<file path="config.mk">
export PLATFORM = sky130hd
export DESIGN_NAME = uart_cmd_ctrl
export DESIGN_NICKNAME = d
export VERILOG_FILES = /design/src/rtl/uart_ctrl_pkg.sv /design/src/rtl/uart_cmd_ctrl_timer.sv /design/src/rtl/uart_cmd_ctrl.sv
export SDC_FILE = /design/constraint.sdc
export NUM_CORES = 1
export LEC_CHECK = 0
export ABC_AREA = 1
export ABC_CLOCK_PERIOD_IN_PS = 1400
export CAP_MARGIN = 20
export CORE_MARGIN = 5
export CORE_UTILIZATION = 40
export CTS_CLUSTER_DIAMETER = 100
export DETAILED_ROUTE_END_ITERATION = 8
export PLACE_DENSITY = 0.81
export SLEW_MARGIN = 25
export SYNTH_ARGS = -nofsm -noshare
export SYNTH_HDL_FRONTEND = slang
export SYNTH_HIERARCHICAL = 1
export SYNTH_SLANG_ARGS = --single-unit
</file>
<file path="constraint.sdc">
create_clock -name clk -period 1.4 [get_ports clk]
set_input_delay 0.14 -clock clk [delete_from_list [all_inputs] [get_ports clk]]
set_output_delay 0.14 -clock clk [all_outputs]
set_load 0.02 [all_outputs]
</file>
<file path="src/rtl/uart_ctrl_pkg.sv">
// Shared types and constants for the UART command sequencer.
// Holds the sequencer state encoding and the two protocol opcodes.
// Pure declarations; no logic, no timing.
package uart_ctrl_pkg;

  typedef enum logic [2:0] {
    IDLE,
    WR_ADDR,
    WR_DATA,
    WR_STB,
    RD_ADDR,
    RD_STB,
    RD_WAIT,
    TX_WAIT
  } state_t;

  localparam logic [7:0] CMD_WR = 8'hAA;
  localparam logic [7:0] CMD_RD = 8'hBB;

  // An address byte is usable only if nothing is set at or above bit addr_w.
  function automatic logic addr_fits(input logic [7:0] b, input int addr_w);
    return (b >> addr_w) == 8'd0;
  endfunction

endpackage

</file>
<file path="src/rtl/uart_cmd_ctrl_timer.sv">
// Inter-byte timeout counter for the command sequencer.
// Latency: expired is combinational from the count; count updates each cycle.
// Backpressure: none; counts while run=1, restarts on clr, holds at the limit.
// Ports: clk, rst (async, active high), clr (restart), run (count enable),
//        expired (count has reached TIMEOUT_CYCLES-1 while running).
module cmd_timer #(
  parameter int TIMEOUT_CYCLES = 65535
) (
  input  logic clk,
  input  logic rst,
  input  logic clr,
  input  logic run,
  output logic expired
);

  localparam int CW = (TIMEOUT_CYCLES > 2) ? $clog2(TIMEOUT_CYCLES) : 1;
  localparam logic [CW-1:0] LAST = CW'(TIMEOUT_CYCLES - 1);

  logic [CW-1:0] cnt;

  always_ff @(posedge clk or posedge rst) begin
    if (rst) begin
      cnt <= '0;
    end else if (clr) begin
      cnt <= '0;
    end else if (run && !expired) begin
      cnt <= cnt + 1'b1;
    end
  end

  assign expired = run && (cnt == LAST);

endmodule

</file>
<file path="src/rtl/uart_cmd_ctrl.sv">
// Command sequencer: parses 0xAA addr data (write) / 0xBB addr (read) from RX, strobes the regfile, returns read bytes to TX.
// Latency: reg_wr_en 2 cycles after data byte, reg_rd_en 2 cycles after address byte, tx_valid 1 cycle after rd return/tx_busy low.
// Backpressure: tx_busy holds the read response in TX_WAIT; bytes arriving while a command executes are dropped with cmd_err.
// Ports: clk, rst (async, active high); rx_data/rx_valid/rx_err from the UART receiver;
//        reg_addr/reg_wr_en/reg_wr_data/reg_rd_en out and reg_rd_data/reg_rd_valid in to the register file;
//        tx_data/tx_valid out and tx_busy in to the transmitter; cmd_err error pulse; busy = not IDLE.
// Optional build macro CMD_TIMEOUT_EN: adds an inter-byte timeout of TIMEOUT_CYCLES in the byte-wait states.
// All outputs come straight from flops.
module uart_cmd_ctrl
  import uart_ctrl_pkg::*;
#(
  parameter int ADDR_W         = 4,
  parameter int TIMEOUT_CYCLES = 65535
) (
  input  logic              clk,
  input  logic              rst,
  input  logic [7:0]        rx_data,
  input  logic              rx_valid,
  input  logic              rx_err,
  output logic [ADDR_W-1:0] reg_addr,
  output logic              reg_wr_en,
  output logic [7:0]        reg_wr_data,
  output logic              reg_rd_en,
  input  logic [7:0]        reg_rd_data,
  input  logic              reg_rd_valid,
  output logic [7:0]        tx_data,
  output logic              tx_valid,
  input  logic              tx_busy,
  output logic              cmd_err,
  output logic              busy
);

  state_t            state, state_d;
  logic [ADDR_W-1:0] addr_d;
  logic [7:0]        data_d, resp_d;
  logic              wr_en_d, rd_en_d, tx_valid_d, err_d;
  logic              byte_ok, byte_bad;
  logic              tmo_expired;

  assign byte_ok  = rx_valid && !rx_err;
  assign byte_bad = rx_valid && rx_err;

`ifdef CMD_TIMEOUT_EN
  logic tmr_run, tmr_clr;

  assign tmr_run = state inside {WR_ADDR, WR_DATA, RD_ADDR};
  // Restart on every received byte and whenever the state changes.
  assign tmr_clr = rx_valid || (state_d != state);

  cmd_timer #(.TIMEOUT_CYCLES(TIMEOUT_CYCLES)) u_timer (
    .clk     (clk),
    .rst     (rst),
    .clr     (tmr_clr),
    .run     (tmr_run),
    .expired (tmo_expired)
  );
`else
  localparam int unused_timeout_cycles = TIMEOUT_CYCLES;
  assign tmo_expired = 1'b0;
`endif

  always_comb begin
    state_d    = state;
    addr_d     = reg_addr;
    data_d     = reg_wr_data;
    resp_d     = tx_data;
    wr_en_d    = 1'b0;
    rd_en_d    = 1'b0;
    tx_valid_d = 1'b0;
    err_d      = 1'b0;

    case (state)
      IDLE: begin
        if (byte_bad) begin
          err_d = 1'b1;
        end else if (byte_ok) begin
          if (rx_data == CMD_WR)      state_d = WR_ADDR;
          else if (rx_data == CMD_RD) state_d = RD_ADDR;
          else                        err_d   = 1'b1;
        end
      end

      WR_ADDR, RD_ADDR: begin
        if (byte_bad) begin
          err_d   = 1'b1;
          state_d = IDLE;
        end else if (byte_ok) begin
          if (addr_fits(rx_data, ADDR_W)) begin
            addr_d  = rx_data[ADDR_W-1:0];
            state_d = (state == WR_ADDR) ? WR_DATA : RD_STB;
          end else begin
            err_d   = 1'b1;
            state_d = IDLE;
          end
        end else if (tmo_expired) begin
          err_d   = 1'b1;
          state_d = IDLE;
        end
      end

      WR_DATA: begin
        if (byte_bad) begin
          err_d   = 1'b1;
          state_d = IDLE;
        end else if (byte_ok) begin
          data_d  = rx_data;
          state_d = WR_STB;
        end else if (tmo_expired) begin
          err_d   = 1'b1;
          state_d = IDLE;
        end
      end

      WR_STB: begin
        // A corrupted byte here aborts the write; a clean one is only dropped.
        state_d = IDLE;
        err_d   = rx_valid;
        wr_en_d = !byte_bad;
      end

      RD_STB: begin
        rd_en_d = 1'b1;
        err_d   = rx_valid;
        state_d = RD_WAIT;
      end

      RD_WAIT: begin
        err_d = rx_valid;
        if (reg_rd_valid) begin
          resp_d = reg_rd_data;
          // Transmitter already free: send now rather than spend a cycle in TX_WAIT.
          tx_valid_d = !tx_busy;
          state_d    = TX_WAIT;
        end
      end

      TX_WAIT: begin
        err_d = rx_valid;
        // tx_valid is registered, so a high tx_valid here means the byte has gone.
        if (tx_valid)      state_d    = IDLE;
        else if (!tx_busy) tx_valid_d = 1'b1;
      end

      default: state_d = IDLE;
    endcase
  end

  always_ff @(posedge clk or posedge rst) begin
    if (rst) begin
      state       <= IDLE;
      reg_addr    <= '0;
      reg_wr_data <= '0;
      tx_data     <= '0;
      reg_wr_en   <= 1'b0;
      reg_rd_en   <= 1'b0;
      tx_valid    <= 1'b0;
      cmd_err     <= 1'b0;
      busy        <= 1'b0;
    end else begin
      state       <= state_d;
      reg_addr    <= addr_d;
      reg_wr_data <= data_d;
      tx_data     <= resp_d;
      reg_wr_en   <= wr_en_d;
      reg_rd_en   <= rd_en_d;
      tx_valid    <= tx_valid_d;
      cmd_err     <= err_d;
      busy        <= (state_d != IDLE);
    end
  end

endmodule

</file>
## Word level (Yosys, flattened, before mapping)

Index checks and enable logic that the tools add are counted.

| operators by class | value |
|---|---|
| equal/unequal tests | 9 |
| reduce and logical (&&, ||, !) cells | 13 |
| bitwise gates (word level) | 1 |
| multiplexer cells | 28 |

Operator list:

| operator | count |
|---|---|
| two-way mux 3 bit | 12 |
| case mux 3 bit (7 select lines) | 1 |
| == test 8 bit (second input constant) | 2 |
| two-way mux 1 bit | 13 |
| == test 3 bit (second input constant) | 4 |
| logical NOT 8 bit | 1 |
| == test 3 x 2 -> 1 bit (second input constant) | 2 |
| case mux 1 bit (4 select lines) | 1 |
| AND reduction 4 bit | 1 |
| OR reduction 4 bit | 1 |
| == test 3 x 1 -> 1 bit (second input constant) | 1 |
| logical NOT 1 bit | 3 |
| logical NOT 3 bit | 1 |
| AND reduction 3 bit | 1 |
| nonzero test 3 bit | 1 |
| logical AND 1 bit | 2 |
| case mux 1 bit (2 select lines) | 1 |
| AND reduction 2 bit | 1 |
| OR reduction 2 bit | 1 |
| NOT 1 bit | 1 |

| storage, ports and cells | value |
|---|---|
| output and inout port bits | 25 |
| input port bits | 22 |
| word-level logic and storage cells | 60 |
| register bits | 28 |

## Logic depth before layout (Yosys ltp)

Gate-level depths: netlist of the first run.

| depth | value |
|---|---|
| depth after elaboration | 7 |
| depth in mapped cells | 11 |
| gate-level depth less buffers | 11 |

## Worst setup path before layout of the first run

Ideal clock, no wire load.

| timing path | value |
|---|---|
| path type | reg2reg |
| start | register state[2] |
| end | register state[2] |
| path buffers | 1 |
| data arrival time | 1.141 ns |
| data required time | 1.276 ns |
| stages on the path, launching flop included | 9 |
| path slack | 0.135 ns |
| setup time | 0.124 ns |
| period minus slack after synthesis | 1.265 ns |
| path through | dfrtp_1 > buf_6 > inv_2 > nand3_1 > nand3_1 > nand2_1 > nand2_1 > nand2_1 > or2_1 |

| between the ends | value |
|---|---|
| longest elaborated chain between the ends | 6 |
| elaborated cells between the ends (all ways) | 22 |
| classes of those cells | 7 x eq/ne; 13 x mux; 2 x reduce/logical |

RTL lines:

| item | line | source |
|---|---|---|
| from (decl) | uart_cmd_ctrl.sv:33 | `state_t state, state_d;` |
| from (signal assigned) | uart_cmd_ctrl.sv:160 | `state <= state_d;` |
| == test 3 x 1 -> 1 bit | uart_cmd_ctrl.sv:72, uart_cmd_ctrl.sv:90 |  |
| two-way mux 3 bit | uart_cmd_ctrl.sv:90 | `state_d = (state == WR_ADDR) ? WR_DATA : RD_STB;` |
| two-way mux 3 bit | uart_cmd_ctrl.sv:88 | `if (addr_fits(rx_data, ADDR_W)) begin` |
| two-way mux 3 bit | uart_cmd_ctrl.sv:87 | `end else if (byte_ok) begin` |
| two-way mux 3 bit | uart_cmd_ctrl.sv:84 | `if (byte_bad) begin` |
| case mux 3 bit (7 select lines) (*) | uart_cmd_ctrl.sv:72 | `case (state)` |
| net state_d[2] | uart_cmd_ctrl.sv:33 |  |

The timed path passes the listed nets; every way through them passes the cells marked *.
A chain may end at the register's enable or synchronous reset.

## Worst setup path in the final report of the first run

| timing path | value |
|---|---|
| start | register state[0] |
| end | register busy |

| between the ends | value |
|---|---|
| longest elaborated chain between the ends | 7 |
| elaborated cells between the ends (all ways) | 23 |
| classes of those cells | 7 x eq/ne; 13 x mux; 3 x reduce/logical |

RTL lines:

| item | line | source |
|---|---|---|
| == test 3 x 1 -> 1 bit | uart_cmd_ctrl.sv:72, uart_cmd_ctrl.sv:90 |  |
| two-way mux 3 bit | uart_cmd_ctrl.sv:90 |  |
| two-way mux 3 bit | uart_cmd_ctrl.sv:88 |  |
| two-way mux 3 bit | uart_cmd_ctrl.sv:87 |  |
| two-way mux 3 bit | uart_cmd_ctrl.sv:84 |  |
| case mux 3 bit (7 select lines) (*) | uart_cmd_ctrl.sv:72 |  |
| net state_d[1] | uart_cmd_ctrl.sv:33 |  |
| nonzero test 3 bit (*) | uart_cmd_ctrl.sv:168 | `busy <= (state_d != IDLE);` |
| to (signal assigned) | uart_cmd_ctrl.sv:168 |  |
| to (decl) | uart_cmd_ctrl.sv:30 | `output logic busy` |

Marked as above.

==> results.ini, run 1 <==
[floorplanning]
fp.dieW_um = 67.9
coreArea_um2 = 3280
ioPinCount = 47
fp.dieH_um = 67.9
die-area_um2 = 4620
start_util_pct = 40.9
rows = 21

[global_routing]
grt_remaining_overflow = 0
grt_pass1_wl_um = 4930
antenna_found_initial = 0
grt_max_degree = 29
grt_pass1_vias = 1175
gr-usage-all-layers_pct = 14.1

[pwr]
clock_power_share_pct = 25.3
combinationalPowerShare_pct = 28.9
switching_share_pct = 30.5
p_leak_nw = 1.16
power.share.sequential_pct = 45.7
p_per_area_nw_per_um2 = 1020
p_int_mw = 1.48
max-vdd-ir-drop_uv = 576
power.switching_mw = 0.647

[final_layout]
fill_cells = 284
drive_gt1_share_pct = 22.6
syn_to_final_growth_pct = 54.5
nets = 244
final_area_um2 = 2070
diodes = 0

[synth]
post_synth.cell_area_avg_um2 = 8.72
syn_area_um2 = 1340
yosysSeqAreaShare_pct = 52.2
yosysUniqueCellTypes = 24
ys_warn_count = 6
synth_fp_nets = 176
synth_seq_cells = 28
syn_inst = 154

[setup_path]
cp_max_fo = 6
cp-end-kind = register
worstPathArrival_ns = 1.63
crit_path_start_kind = register
crit_type = register to register
crit_required_ns = 1.69

[timing]
hold_slack_ns = 0.134
slew_headroom_pct = 73.8
rsz0062_at_grt = yes
max_freq_ghz = 0.743
setup_violations = 0
setup_tns_ns = 0
fin_crit_sh_pct = 96.1
fin_crit_ns = 1.35
worst_pin_slew_ns = 0.392
slew_viol_final = 0
setup_ws_ns = 0.0541
hold_viol_final = 0
fin_skew_ns = 0.00280

[min_path]
min_path_type = primary input to async pin

[placed_design]
dp_slack_ns = -0.134
placed_area_um2 = 1950
hpwl_um = 2270
portBuffers = 46
gp_congestion = 0.861

[route]
wirelength_um = 3150
drt-initial-drc-count = 71
post-route-drc-count = 0
postRouteAntennaNets = 0
via_per_inst = 4.55
firstDrtPassIters = 4
routedWlPerCell_um = 11.8
vias = 1216

[clocking]
ctsHtreeMaxLevel = 1
clock_path_buffers = 2
root_buffer = clkbuf_4
clk_latency_ns = 0.33
cts_buffers = 3
cts_tree = done
clkTransAtPathRegs_ns = 0.15
clock-sinks = 28

[job]
max_cap_violations = 0

[status]
run_status = complete, no violations

flip-flops by register name, indices dropped and copies added, names as in the netlist, 3 cells and up:
| signal | flops |
|---|---|
| tx_data | 8 |
| reg_wr_data | 8 |
| state | 3 |
| reg_addr | 4 |
final timing paths:
check | start | to | slack [ns] | cells after the start
min in group clk | tx_busy | tx_valid$_DFF_PP0_ | 0.33 | 2
max in group asynchronous | rst | state[1]$_DFF_PP0_ | 0.98 | 3
max reg2reg | state[0]$_DFF_PP0_ | busy$_DFF_PP0_ | 0.05 | 7
min reg2reg | reg_addr[2]$_DFFE_PP0P_ | reg_addr[2]$_DFFE_PP0P_ | 0.50 | 2
min | rst | reg_addr[3]$_DFFE_PP0P_ | 0.13 | 3
max | state[0]$_DFF_PP0_ | busy$_DFF_PP0_ | 0.05 | 7
critical path, stage by stage, from the launching register on:
cell     delay (ns)
dfrtp_2        0.49
buf_4          0.16
nor3_4         0.24
buf_4          0.16
nand2_1        0.07
nand3_2        0.08
nor3_2         0.05
nand2_1        0.05
layout make-up:
class / instances / area (um^2) / share of cell area [%]
multi-input combinational: 102 / 594 / 28.6
tap: 46 / 57.6 / 2.77
sequential: 28 / 704 / 34.0
timing repair buffer: 65 / 576 / 27.7
clock inverter: 1 / 30.0 / 1.45
clock buffer: 3 / 22.5 / 1.09
inverter: 22 / 90.1 / 4.34
kinds of logic after synthesis:
family | share of synthesized area (%)
multiplexers | 6.71
AO/OA/AOI/OAI | 7.55
buffers and inverters | 7.36
AND/OR/NAND/NOR | 26.2
flip-flops | 52.2
power by group through the flow:
stage                     Sequential [mW]  Combinational (mW)  Clock [mW]
after detailed placement            0.989               0.632           0
after floorplan                      1.11               0.178           0
after CTS                           0.972               0.569       0.556
final                               0.972               0.615       0.538
after global routing                0.989               0.675       0.583
after global placement              0.988               0.624           0
cells in the mapped netlist:
cell      instances  area [um^2]
nor3_1            1         5.00
mux2_2            8         90.1
nor4_1            1         6.26
nor2_2            3         18.8
nand2_1          48          180
inv_2             3         11.3
nand3_2           2         20.0
nand3_1           6         30.0
or2_1             1         6.26
nand2_2           1         6.26
nor2_1            7         26.3
o21ai_1          13         65.1
nand4_2           1         12.5
o21ai_2           1         8.76
dfrtp_1          28          701
nand3b_1          1         7.51
nor3_2            1         10.0
buf_6             1         11.3
a22oi_1           1         7.51
inv_1            19         71.3
nand4_1           1         6.26
buf_2             1         5.00
nor3_4            1         16.3
a21oi_1           4         20.0
layer usage:
metal / part of all wire, % / vias up / wire, um / GRT usage (%)
li1: - / 626 / - / -
met1: 43 / 545 / 1360 / 16.6
met2: 49 / 38 / 1530 / 25.0
met3: 6.2 / 7 / 196 / 3.12
met4: 2.1 / 0 / 65 / 5.21
met5: 0 / - / 0 / 0
metrics by stage:
stage	instances	power (mW)	util, %
after floorplan	154	1.29	-
final	267	2.12	63.2
after global placement	258	1.61	59.4
after detailed placement	258	1.62	59.4
after CTS	262	2.10	60.2
after global routing	267	2.25	63.2
cells in the final DEF, fill, tap and decap left out, drive strengths merged:
cell and count:
clkdlybuf4s50 21, nand2 49, or2 1, clkbuf 3, o21ai 14, nand3b 1
a21oi 4, nand3 8, mux2 8, nand4 2, bufinv 1, nor3 3
dfrtp 28, a22oi 1, dlygate4sd2 25, nor4 1, inv 22, buf 19
nor2 10
repair_timing:
action / in CTS / in global routing
pin swaps: 0 / 5
hold buffers: 0 / 0
gates resized for setup: 26 / 15
setup endpoints to repair: 29 / 25
setup buffers: 0 / 5
No activity file was read; power rests on OpenSTA's default activity.
==> inputs of run 2 (changes only) <==
Settings changed: CORE_UTILIZATION 40 to 55, DONT_BUFFER_PORTS set to 1, PLACE_DENSITY 0.81 to 0.79.
==> results.ini, run 2 (synthesis results as in run 1) <==
[final_layout]
nets = 211
final_area_um2 = 1780
drive_gt1_share_pct = 27.7
final_cell_mix = nand2_1, dfrtp_1, inv_1
largestRegisters = reg_wr_data: 8 flops, tx_data: 8 flops, reg_addr: 4 flops
diodes = 0
utilization_pct = 74.0
syn_to_final_growth_pct = 32.9
final_common_cell = nand2_1

[clocking]
clock_path_buffers = 2
clkTransAtPathRegs_ns = 0.15
root_buffer = clkbuf_4
ctsHtreeMaxLevel = 1
clock-sinks = 28
cts_buffers = 3
cts_tree = done
clk_latency_ns = 0.34

[route]
postRouteAntennaNets = 0
firstDrtPassIters = 4
wirelength_um = 3510
post-route-drc-count = 0
vias = 1184
via_per_inst = 5.43
drt-initial-drc-count = 49
routedWlPerCell_um = 16.1

[setup_path]
crit_type = register to register
r2r_setup_slack_ns = -0.03
cpPeakStageDelay_ns = 0.48
cp-end-kind = register
path_cells = inv_4 > buf_6 > nor3_4 > buf_4 > nand2_1 > nand3_2 > buf_4
slowest_stage = dfrtp_2
rr_endpoint = state[1]$_DFF_PP0_
cp_num_buf_inv = 4
worstPathArrival_ns = 1.72
crit_family = buffers and inverters
crit_path_start_kind = register
crit_required_ns = 1.68
reg2regPathDepth = 7
cp_max_fo = 6
cpMostUsedCell = buf_4
reg2reg_from = state[1]$_DFF_PP0_

[timing]
slew_viol_final = 0
fin_crit_ns = 1.43
slew_headroom_pct = 63.1
fin_skew_ns = 0.00816
setup_violations = 3
rsz0062_at_grt = yes
fin_crit_sh_pct = 102
hold_slack_ns = 0.00445
max_freq_ghz = 0.697
hold_viol_final = 0
worst_pin_slew_ns = 0.553
setup_ws_ns = -0.0349

[pwr]
switching_share_pct = 34.2
clock_power_share_pct = 21.8
combinationalPowerShare_pct = 17.6
power.switching_mw = 0.635
p_per_area_nw_per_um2 = 1040
power.share.sequential_pct = 60.6
p_leak_nw = 0.952
p_int_mw = 1.22
max-vdd-ir-drop_uv = 751

[min_path]
worstHoldStart = rx_data[6]
min_to = reg_wr_data[6]$_DFFE_PP0P_
min_path_type = primary input to register
whs_path_depth = 2

[job]
max_cap_violations = 0

[floorplanning]
die-area_um2 = 3530
coreArea_um2 = 2410
fp.dieW_um = 59.4
fp.dieH_um = 59.4
rows = 18
start_util_pct = 55.7
ioPinCount = 47

[placed_design]
hpwl_um = 2190
gp_congestion = 0.858
dp_slack_ns = -0.00540
portBuffers = 0
placed_area_um2 = 1430

[global_routing]
grt_remaining_overflow = 0
gr-usage-all-layers_pct = 19.9
grt_pass1_vias = 1125
grt_pass1_wl_um = 5300
grt_max_degree = 17
antenna_found_initial = 0

[status]
failed_checks = setup timing
run_status = complete, but fails checks

==> run 2: cell count changes in the layout (fill, tap and decap cells not counted), moves of 2 or more <==
cell,previous run,this run
buf_4,18,12
nand2_1,47,42
dlygate4sd2_1,25,0
buf_12,0,2
dlygate4sd3_1,0,17
clkdlybuf4s50_1,21,0
nand2_2,0,4
==> run 2: layer usage <==
layer  global-route usage (%)  vias up  part of all wire, %
li1                         -      556                    -
met1                     25.4      570                   39
met2                     33.4       51                   52
met3                     3.92        7                  7.8
met4                     6.80        0                  1.5
met5                        0        -                    0
==> run 2: repair_timing <==
action | 4_1_cts | 5_1_grt
buffers inserted | 4 | 7
endpoints found under the setup margin | 8 | 22
gates resized for setup | 11 | 11
pin swaps | 10 | 3
hold endpoints to repair | 31 | 1
hold buffers | 16 | 1
==> run 2: power groups by stage <==
| stage | Combinational (mW) | Sequential (mW) | Clock, mW |
|---|---|---|---|
| 2_1_floorplan | 0.178 | 1.11 | 0 |
| 3_3_place_gp | 0.212 | 1.13 | 0 |
| 3_5_place_dp | 0.223 | 1.13 | 0 |
| 4_1_cts | 0.295 | 1.12 | 0.403 |
| 5_1_grt | 0.359 | 1.14 | 0.438 |
| 6_report | 0.327 | 1.12 | 0.406 |
==> run 2: worst max-delay path by stage <==
| stage | startpoint | endpoint | slack [ns] | cells past startpoint |
|---|---|---|---|---|
| 3_5_place_dp | state[1]$_DFF_PP0_ | reg_addr[3]$_DFFE_PP0P_ | -0.005 | 6 |
| 2_1_floorplan | state[2]$_DFF_PP0_ | state[2]$_DFF_PP0_ | 0.13 | 8 |
| 6_report | state[1]$_DFF_PP0_ | state[1]$_DFF_PP0_ | -0.03 | 7 |
| 3_3_place_gp | state[1]$_DFF_PP0_ | reg_addr[0]$_DFFE_PP0P_ | 0.03 | 6 |
| 5_1_grt | state[1]$_DFF_PP0_ | busy$_DFF_PP0_ | -0.12 | 9 |
| 4_1_cts | state[1]$_DFF_PP0_ | busy$_DFF_PP0_ | 0.002 | 9 |
==> run 2: per-stage QoR <==
stage	cells	TNS, ns	power, mW
6_report	218	-0.0866	1.86
5_1_grt	218	-0.897	1.93
4_1_cts	210	0	1.82
3_5_place_dp	187	-0.00540	1.36
3_3_place_gp	187	0	1.34
2_1_floorplan	154	0	1.29
==> run 2: cell type report <==
cell class | count | area (um^2)
Clock buffer | 4 | 36.3
Sequential cell | 28 | 704
Tap cell | 30 | 37.5
Multi-Input combinational cell | 102 | 604
Timing Repair Buffer | 32 | 312
Inverter | 22 | 90.1
Fill cell | 161 | 626
==> run 2: worst register-to-register path, delay by kind of cell, from the launching register on <==
kind	cells	cell delay, ns
DFF	1	0.48
buffers and inverters	4	0.49
and+or+nand+nor	3	0.43
